--- config.mk ---
export PLATFORM = sky130hd
export DESIGN_NAME = alu_serial_ctrl
export DESIGN_NICKNAME = d
export VERILOG_FILES = /design/src/rtl/alu_pkg.sv /design/src/rtl/alu_bit_slice.sv /design/src/rtl/alu_serial_ctrl.sv
export SDC_FILE = /design/constraint.sdc
export NUM_CORES = 1
export LEC_CHECK = 0
export CAP_MARGIN = 20
export CORE_MARGIN = 4
export CORE_UTILIZATION = 49
export CTS_CLUSTER_SIZE = 8
export DETAILED_ROUTE_END_ITERATION = 16
export PLACE_DENSITY_LB_ADDON = 0.08
export SYNTH_ARGS = -nofsm -noshare
export SYNTH_HDL_FRONTEND = slang
export SYNTH_HIERARCHICAL = 1
export SYNTH_SLANG_ARGS = --single-unit
--- constraint.sdc ---
create_clock -name clk -period 2.15 [get_ports clk]
set_input_delay 0.215 -clock clk [delete_from_list [all_inputs] [get_ports clk]]
set_output_delay 0.215 -clock clk [all_outputs]
set_load 0.02 [all_outputs]
--- src/rtl/alu_pkg.sv ---
// alu_pkg: shared constants for the serial ALU.
//   - Opcode encodings for the 3-bit operation field (000 and 111 are invalid).
//   - FSM state encoding for alu_serial_ctrl.
//   - Small opcode classification helpers.
package alu_pkg;

   localparam logic [2:0] OpAnd = 3'b001;
   localparam logic [2:0] OpOr  = 3'b010;
   localparam logic [2:0] OpAdd = 3'b011;
   localparam logic [2:0] OpSub = 3'b100;
   localparam logic [2:0] OpNor = 3'b101;
   localparam logic [2:0] OpSlt = 3'b110;

   typedef enum logic [1:0] {
      StIdle = 2'd0,
      StRun  = 2'd1,
      StDone = 2'd2
   } state_e;

   // Operations that go through the adder and produce carry/overflow.
   function automatic logic is_arith(input logic [2:0] op);
      return (op == OpAdd) || (op == OpSub) || (op == OpSlt);
   endfunction

   // Operations computed as A + ~B + 1.
   function automatic logic is_subtract(input logic [2:0] op);
      return (op == OpSub) || (op == OpSlt);
   endfunction

endpackage

--- src/rtl/alu_bit_slice.sv ---
// alu_bit_slice: combinational 1-bit ALU slice.
// Ports:
//   a, b               operand bits
//   less               value driven onto result for SLT
//   a_invert, b_invert invert the operand bit before use
//   cin                carry in
//   operation          opcode (alu_pkg encoding)
//   result             result bit (0 for invalid opcodes)
//   cout               carry out; 0 for non-arithmetic and invalid opcodes
module alu_bit_slice
   import alu_pkg::*;
(
   input  logic       a,
   input  logic       b,
   input  logic       less,
   input  logic       a_invert,
   input  logic       b_invert,
   input  logic       cin,
   input  logic [2:0] operation,
   output logic       result,
   output logic       cout
);

   logic ai;
   logic bi;
   logic sum;
   logic carry;

   always_comb begin
      ai    = a ^ a_invert;
      bi    = b ^ b_invert;
      sum   = ai ^ bi ^ cin;
      carry = (ai & bi) | (cin & (ai ^ bi));

      result = 1'b0;
      cout   = 1'b0;
      case (operation)
         OpAnd: result = ai & bi;
         OpOr:  result = ai | bi;
         OpNor: result = ~(ai | bi);
         OpAdd, OpSub: begin
            result = sum;
            cout   = carry;
         end
         OpSlt: begin
            result = less;
            cout   = carry;
         end
         default: begin
            result = 1'b0;
            cout   = 1'b0;
         end
      endcase
   end

endmodule

--- src/rtl/alu_serial_ctrl.sv ---
// alu_serial_ctrl: bit-serial ALU, one operand bit per cycle, LSB first.
// Ports:
//   clk, rst            clock, synchronous active-high reset
//   start               begin an operation (accepted only in IDLE)
//   operation[2:0]      opcode (alu_pkg encoding)
//   src1, src2          operands, latched on the accepting edge
//   result              registered final result
//   zero, cout, overflow registered flags
//   busy, done          busy in RUN, done for the single DONE cycle
//   check[3:0]          only with ALU_SERIAL_CHECK_EN defined:
//                       {bit carry-out, A bit, B bit, carry-in} in RUN, else 0
// Timing: start accepted at edge k -> bits processed at edges k+1..k+WIDTH,
// flags/result registered at edge k+WIDTH+1 on entry to DONE.
module alu_serial_ctrl
   import alu_pkg::*;
#(
   parameter int unsigned WIDTH = 32
) (
   input  logic             clk,
   input  logic             rst,
   input  logic             start,
   input  logic [2:0]       operation,
   input  logic [WIDTH-1:0] src1,
   input  logic [WIDTH-1:0] src2,
   output logic [WIDTH-1:0] result,
   output logic             zero,
   output logic             cout,
   output logic             overflow,
   output logic             busy,
   output logic             done
`ifdef ALU_SERIAL_CHECK_EN
   ,
   output logic [3:0]       check
`endif
);

   localparam int unsigned CntW = (WIDTH > 1) ? $clog2(WIDTH) : 1;
   localparam logic [CntW-1:0] CntMax = CntW'(WIDTH - 1);

   state_e           state_q, state_d;
   logic [CntW-1:0]  cnt_q, cnt_d;
   logic             carry_q, carry_d;
   logic             cmsb_q, cmsb_d;     // carry into the MSB
   logic             last_q, last_d;     // all bits processed, finalize next
   logic [2:0]       op_q, op_d;
   logic [WIDTH-1:0] a_q, a_d;
   logic [WIDTH-1:0] b_q, b_d;
   logic [WIDTH-1:0] acc_q, acc_d;
   logic [WIDTH-1:0] result_q, result_d;
   logic             zero_q, zero_d;
   logic             cout_q, cout_d;
   logic             ovf_q, ovf_d;

   logic             slice_res;
   logic             slice_cout;
   logic [2:0]       slice_op;
   logic             fin_ovf;
   logic [WIDTH-1:0] fin_res;

   // SLT runs the slice as a subtract so the sum bits (and hence the sign)
   // are captured; the less bit is applied once at finalization.
   assign slice_op = (op_q == OpSlt) ? OpSub : op_q;

   alu_bit_slice u_slice (
      .a         (a_q[0]),
      .b         (b_q[0]),
      .less      (1'b0),
      .a_invert  (1'b0),
      .b_invert  (is_subtract(op_q)),
      .cin       (carry_q),
      .operation (slice_op),
      .result    (slice_res),
      .cout      (slice_cout)
   );

   always_comb begin
      state_d  = state_q;
      cnt_d    = cnt_q;
      carry_d  = carry_q;
      cmsb_d   = cmsb_q;
      last_d   = last_q;
      op_d     = op_q;
      a_d      = a_q;
      b_d      = b_q;
      acc_d    = acc_q;
      result_d = result_q;
      zero_d   = zero_q;
      cout_d   = cout_q;
      ovf_d    = ovf_q;
      fin_ovf  = is_arith(op_q) & (cmsb_q ^ carry_q);
      fin_res  = acc_q;
      if (op_q == OpSlt) begin
         fin_res = {{(WIDTH-1){1'b0}}, acc_q[WIDTH-1] ^ fin_ovf};
      end

      case (state_q)
         StIdle: begin
            if (start) begin
               state_d = StRun;
               op_d    = operation;
               a_d     = src1;
               b_d     = src2;
               acc_d   = '0;
               cnt_d   = '0;
               cmsb_d  = 1'b0;
               last_d  = 1'b0;
               carry_d = is_subtract(operation);
            end
         end
         StRun: begin
            if (!last_q) begin
               a_d     = a_q >> 1;
               b_d     = b_q >> 1;
               acc_d   = {slice_res, acc_q[WIDTH-1:1]};
               carry_d = slice_cout;
               if (cnt_q == CntMax) begin
                  cmsb_d = carry_q;
                  last_d = 1'b1;
               end else begin
                  cnt_d = cnt_q + CntW'(1);
               end
            end else begin
               state_d  = StDone;
               result_d = fin_res;
               zero_d   = (fin_res == '0);
               cout_d   = is_arith(op_q) & carry_q;
               ovf_d    = fin_ovf;
            end
         end
         StDone: state_d = StIdle;
         default: state_d = StIdle;
      endcase
   end

   always_ff @(posedge clk) begin
      if (rst) begin
         state_q  <= StIdle;
         cnt_q    <= '0;
         carry_q  <= 1'b0;
         cmsb_q   <= 1'b0;
         last_q   <= 1'b0;
         op_q     <= 3'b000;
         a_q      <= '0;
         b_q      <= '0;
         acc_q    <= '0;
         result_q <= '0;
         zero_q   <= 1'b1;
         cout_q   <= 1'b0;
         ovf_q    <= 1'b0;
      end else begin
         state_q  <= state_d;
         cnt_q    <= cnt_d;
         carry_q  <= carry_d;
         cmsb_q   <= cmsb_d;
         last_q   <= last_d;
         op_q     <= op_d;
         a_q      <= a_d;
         b_q      <= b_d;
         acc_q    <= acc_d;
         result_q <= result_d;
         zero_q   <= zero_d;
         cout_q   <= cout_d;
         ovf_q    <= ovf_d;
      end
   end

   assign result   = result_q;
   assign zero     = zero_q;
   assign cout     = cout_q;
   assign overflow = ovf_q;
   assign busy     = (state_q == StRun);
   assign done     = (state_q == StDone);

`ifdef ALU_SERIAL_CHECK_EN
   assign check = (state_q == StRun) ? {slice_cout, a_q[0], b_q[0], carry_q} : 4'b0000;
`endif

endmodule

==> results of run 1 <==
## through the flow
stage	total power, mW	worst slack [ns]
after global placement	3.636	0.1800
after global routing	7.122	0.01044
after floorplan	3.397	0.2247
final	6.852	0.1360
after detailed placement	3.668	0.1378
after CTS	6.892	0.1269
## worst paths after layout
| path | startpoint | end | slack (ns) | cells past startpoint |
|---|---|---|---|---|
| max reg2reg | op_q[0]$_SDFFE_PP0P_ | acc_q[31]$_SDFFE_PP0P_ | 0.14 | 9 |
| min reg2reg | b_q[18]$_SDFFE_PP0P_ | b_q[17]$_SDFFE_PP0P_ | 0.48 | 2 |
| min | rst | acc_q[27]$_SDFFE_PP0P_ | 0.32 | 2 |
| max | op_q[0]$_SDFFE_PP0P_ | acc_q[31]$_SDFFE_PP0P_ | 0.14 | 9 |
## critical path, cell delays in order, from the launching register on
cell and delay [ns]:
dfxtp_1 0.31, nand2b_1 0.17, inv_1 0.11, xor2_2 0.16, inv_1 0.10, fa_1 0.48
inv_1 0.04, a221o_1 0.30, a22oi_1 0.15, nor2_1 0.06
## report_power, final
part           switching (mW)  total (mW)  leakage, nW  internal [mW]
registers              0.0814        2.89         1.18           2.81
logic                   0.403       0.723         1.38          0.320
clock network            1.09        3.23        0.320           2.15
total                    1.57        6.85         2.88           5.28
## registers in the layout, indices dropped and copies added, names as in the netlist
signal / flops
op_q: 3
cmsb_q: 1
carry_q: 1
cnt_q: 5
acc_q: 32
overflow: 1
cout: 1
last_q: 1
zero: 1
result: 32
b_q: 32
a_q: 32
state_q: 2
## placed cells by master, fill, tap and decap left out, types with 3 or more instances in the layout
master,count
dfxtp_1,144
nor2_1,139
nand2_1,128
clkdlybuf4s50_1,105
a22oi_1,67
a311oi_1,62
buf_4,18
clkbuf_16,17
a21oi_1,11
inv_1,8
o21ai_0,6
nor4_1,6
bufinv_16,5
ha_1,4
nand2b_1,3
nand3b_1,3
nor3_1,3
nor3b_1,3
a31oi_1,3
clkinv_2,3
clkbuf_8,3
## routing by layer
layer  global-route usage (%)  wire (microns)  vias up
li1                         -               -     2588
met3                    6.375             755       11
met4                    5.810              93        0
met1                    29.07            6552     2473
met2                    33.22            6671      132
met5                        0               0        -
## area by class of cell
cell class              count  area share [%]
inverters                   9          0.4410
clock buffers              22           6.191
well taps                 143           2.336
flip-flops and latches    144           37.63
clock inverters            10           2.369
multi-input cells         475           34.66
repair buffers            126           16.37
## logic make-up (layout without fill, tap and decap cells)
family          after synthesis  in the layout  share of synthesized area, %
simple gates                302            302                         21.36
buf+inv                      70            167                         5.006
other cells                   1              2                       0.06468
flops                       144            144                         49.72
xor+xnor                      5              5                         1.014
fa+ha+maj                     5              5                         1.209
mux                           3              3                        0.5395
compound gates              158            158                         21.08
## Yosys cell counts (all sizes together), types with 2 or more instances
cell / count
nand3b: 3
xor2: 2
buf: 21
a211oi: 2
nor3b: 4
dfxtp: 144
nand4: 2
and3b: 2
nand2b: 5
ha: 4
nor2: 140
nor3: 3
a311oi: 62
mux2i: 2
a31oi: 3
o21ai: 7
nor4: 6
xnor2: 2
inv: 9
clkbuf: 40
nand2: 128
nor2b: 2
a22oi: 67
a21oi: 12
## timing repair
action                                 in CTS  in global routing
resized for setup                           0                  1
buffers inserted                            0                  0
endpoints found under the hold margin       0                  0
setup endpoints to repair                   0                  1
==> impl_metrics.py, run 1 <==
metrics = {
    "status": {
        "status": "finished clean",
    },
    "yosys": {
        "synth.avg_cell_area_sq_um": 8.427,
        "synthArstFlopShare_pct": 0,
        "synth_top_area_share_pct": 49.72,
        "synth_seq_cells": 144,
        "yosys_warnings": 6,
        "ys_types": 47,
        "ys.flop_type": "dfxtp_1",
        "yosys.area.top_type": "dfxtp_1",
        "yosysSeqAreaShare_pct": 49.72,
        "syn_area_sq_mm": 0.005798,
        "ys_top_cells_by_area": "dfxtp_1, a311oi_1, nor2_1",
        "syn_inst": 688,
        "synth_edf_count": 0,
    },
    "clock_network": {
        "clk_latency_ns": 0.41,
        "cts.reportedPaths.clkPinSlew_ns": 0.06,
        "clkSinkCount": 144,
        "cts_buffers": 17,
        "cts_root_buf": "clkbuf_16",
        "hold_buffers": 0,
        "max-clock-path-buffers": 2,
        "tritoncts": "yes",
        "h-tree-depth": 4,
    },
    "floorplanning": {
        "start_util_pct": 50.35,
        "rows": 39,
        "core_area_sq_mm": 0.01152,
        "die_h_microns": 116.8,
        "die-area_sq_mm": 0.01364,
        "io_pins": 107,
        "die_w_microns": 116.8,
    },
    "placement": {
        "dp.final_hpwl_microns": 9196,
        "dpl.cell_count": 897,
        "dpl_cell_area_sq_mm": 0.006997,
        "port_buffers": 106,
        "place.gp.congestion": 0.8269,
    },
    "detailed_routing": {
        "drt-vias-per-instance": 5.602,
        "num_vias": 5204,
        "wl_microns": 14070,
        "dr.first_iter.drc_count": 479,
        "drc_errors": 0,
        "drt.antenna.violating_nets": 0,
        "dr.pass1.iters": 5,
        "wire_per_inst_microns": 15.15,
    },
    "setup_path": {
        "crit_type": "reg -> reg",
        "worst-path-max-fanout": 3,
        "arrival_ns": 2.28,
        "crit_required_ns": 2.42,
        "cp-start-kind": "register",
        "cp-end-kind": "register",
    },
    "final_layout": {
        "synthToLayoutAreaGrowth_pct": 32.11,
        "fin_cells": 929,
        "drive_above_1_share_pct": 7.634,
        "n_fill_cell": 956,
        "post-route-util_pct": 66.51,
        "layout.nets": 848,
        "multi_input_area_sq_mm": 0.002655,
        "postLayoutCellArea_sq_mm": 0.007660,
        "register_area_sq_mm": 0.002883,
        "insertedDiodeCount": 0,
    },
    "timing": {
        "setup_viol_count_final": 0,
        "rsz0062_at_grt": "false",
        "fmax_ghz": 0.4965,
        "fin_crit_ns": 2.014,
        "hold_violations": 0,
        "maxSlewViolCount": 0,
        "fin_tns_setup_ns": 0,
        "skew_ns": 0.008630,
        "tightest_slew_ns": 0.6903,
        "fin_hold_ws_ns": 0.3202,
        "fin_crit_sh_pct": 93.68,
        "slew_headroom_pct": 53.98,
    },
    "worst_hold_path": {
        "min_path_type": "in -> reg",
    },
    "global_route": {
        "gr-total-overflow": 0,
        "grt_start_max_net_pins": 104,
        "first_global_vias": 4976,
        "antenna_found_initial": 0,
        "grt_usage_pct": 21.34,
        "grt_pass1_wl_microns": 23590,
    },
    "power_and_ir_drop": {
        "power.density_mw_per_mm2": 894.5,
        "p_leak_nw": 2.877,
        "ir_drop_mv": 0.5611,
    },
    "flow_run": {
        "drv_cap": 0,
    },
}
No activity file was read; power rests on OpenSTA's default activity.
==> inputs of run 2 (changes only) <==
Settings changed: REMOVE_ABC_BUFFERS set to 1, SKIP_LAST_GASP set to 1.
==> run 2 against run 1 <==
Clock skew fell by 0.0036 ns. First-iteration DRC count fell by 25%. Non-clock buffer count rose by 5. Global-route usage fell by 0.51 points. Worst hold slack got worse by 0.049 ns. Sequential cell count did not move. Via count barely moved. Worst setup slack got worse by 0.045 ns. Design area fell by 0.77%. Final cell count rose by 0.43%. Sequential share of layout area rose by 0.29 points.
==> impl_metrics.py, run 2 (synthesis gave the netlist of run 1 again) <==
metrics = {
    "clock_network": {
        "ctsResizeCount": 0,
        "cts_setup_buffers": 0,
        "cts_root_buf": "clkbuf_16",
        "max-clock-path-buffers": 2,
        "hold_buffers": 0,
        "h-tree-depth": 4,
        "tritoncts": "yes",
        "cts.reportedPaths.clkPinSlew_ns": 0.05,
        "clkSinkCount": 144,
        "cts_buffers": 17,
        "clk_latency_ns": 0.41,
    },
    "placement": {
        "port_buffers": 106,
        "place.gp.congestion": 0.7867,
        "dp.final_hpwl_microns": 9350,
        "dpl.cell_count": 902,
    },
    "setup_path": {
        "cp-start-kind": "register",
        "cpMaxStageDelayCell": "clkdlybuf4s50_1",
        "slowest_delay_ns": 0.62,
        "crit_required_ns": 1.93,
        "path_cells": "buf_4 > nand2b_2 > inv_2 > clkdlybuf4s50_1",
        "arrival_ns": 1.84,
        "crit_type": "reg -> out",
        "critPathBufInv": 3,
        "path_delay_family": "buffers and inverters",
        "worst-path-max-fanout": 11,
        "cp-end-kind": "primary output",
    },
    "detailed_routing": {
        "dr.first_iter.drc_count": 360,
        "dr.pass1.iters": 5,
        "wl_microns": 13680,
        "num_vias": 5207,
        "drt-vias-per-instance": 5.581,
        "wire_per_inst_microns": 14.66,
        "drc_errors": 0,
        "drt.antenna.violating_nets": 0,
    },
    "final_layout": {
        "n_fill_cell": 964,
        "insertedDiodeCount": 0,
        "fin_cells": 933,
        "synthToLayoutAreaGrowth_pct": 31.10,
        "register_area_sq_mm": 0.002883,
        "final_common_cell": "dfxtp_1",
        "multi_input_area_sq_mm": 0.002648,
        "layout.nets": 853,
        "drive_above_1_share_pct": 7.722,
        "layout_common_cells": "dfxtp_1, nor2_1, nand2_1",
    },
    "timing": {
        "setup_viol_count_final": 0,
        "skew_ns": 0.005048,
        "fmax_ghz": 0.4857,
        "hold_violations": 0,
        "tightest_slew_ns": 0.5776,
        "maxSlewViolCount": 0,
        "fin_crit_ns": 2.059,
        "slew_headroom_pct": 61.50,
        "rsz0062_at_grt": "false",
        "fin_hold_ws_ns": 0.2713,
        "fin_crit_sh_pct": 95.75,
        "fin_tns_setup_ns": 0,
    },
    "floorplanning": {
        "die-area_sq_mm": 0.01364,
        "die_h_microns": 116.8,
        "io_pins": 107,
        "rows": 39,
        "start_util_pct": 50.35,
        "core_area_sq_mm": 0.01152,
        "die_w_microns": 116.8,
    },
    "worst_hold_path": {
        "min_path_type": "in -> reg",
    },
    "power_and_ir_drop": {
        "power.total_mw": 6.323,
        "power.density_mw_per_mm2": 831.8,
        "p_leak_nw": 2.863,
        "ir_drop_mv": 0.4824,
    },
    "global_route": {
        "first_global_vias": 4935,
        "antenna_found_initial": 0,
        "grt_pass1_wl_microns": 22910,
        "gr-total-overflow": 0,
        "grt_start_max_net_pins": 51,
        "grt_usage_pct": 20.83,
    },
    "flow_run": {
        "drv_cap": 0,
    },
    "status": {
        "status": "finished clean",
    },
}
## run 2: path summary, 6_finish.rpt
kind | from | endpoint | slack (ns) | cells past startpoint
min reg2reg | a_q[19]$_SDFFE_PP0P_ | a_q[18]$_SDFFE_PP0P_ | 0.47 | 2
min | rst | result[8]$_SDFFE_PP0P_ | 0.27 | 2
max | state_q[1]$_SDFFE_PP0P_ | busy | 0.09 | 4
max reg2reg | cnt_q[0]$_SDFFE_PP0P_ | cnt_q[2]$_SDFFE_PP0P_ | 0.13 | 7
## run 2: report_power, final
part / leakage [nW] / switching, mW / internal (mW)
clock: 0.273 / 1.03 / 1.66
combinational: 1.41 / 0.405 / 0.337
sequential: 1.18 / 0.0766 / 2.81
## run 2: stage by stage
step	utilization [%]	cell area (sq um)	setup slack (ns)
final	66.00	7601	0.09132
after global routing	66.00	7601	0.004377
after CTS	66.00	7601	0.06300
after detailed placement	61.30	7059	0.1714
after global placement	61.06	7032	0.2292
after floorplan	-	5545	-1.580
## run 2: metal layers
metal / vias up / track usage, % / part of all wire [%]
met5: - / 0 / 0
met4: 0 / 6.269 / 1.0
met3: 13 / 5.398 / 4.2
met2: 127 / 35.42 / 50
met1: 2462 / 26.08 / 45
li1: 2605 / - / -
## run 2: cell type report
type                       count  share of cell area [%]
timing repair buffer         131                   17.32
clock inverter                 7                  0.7901
inverter                       9                  0.4444
sequential                   144                   37.93
tap                          143                   2.354
clock buffer                  24                   6.337
multi-input combinational    475                   34.83
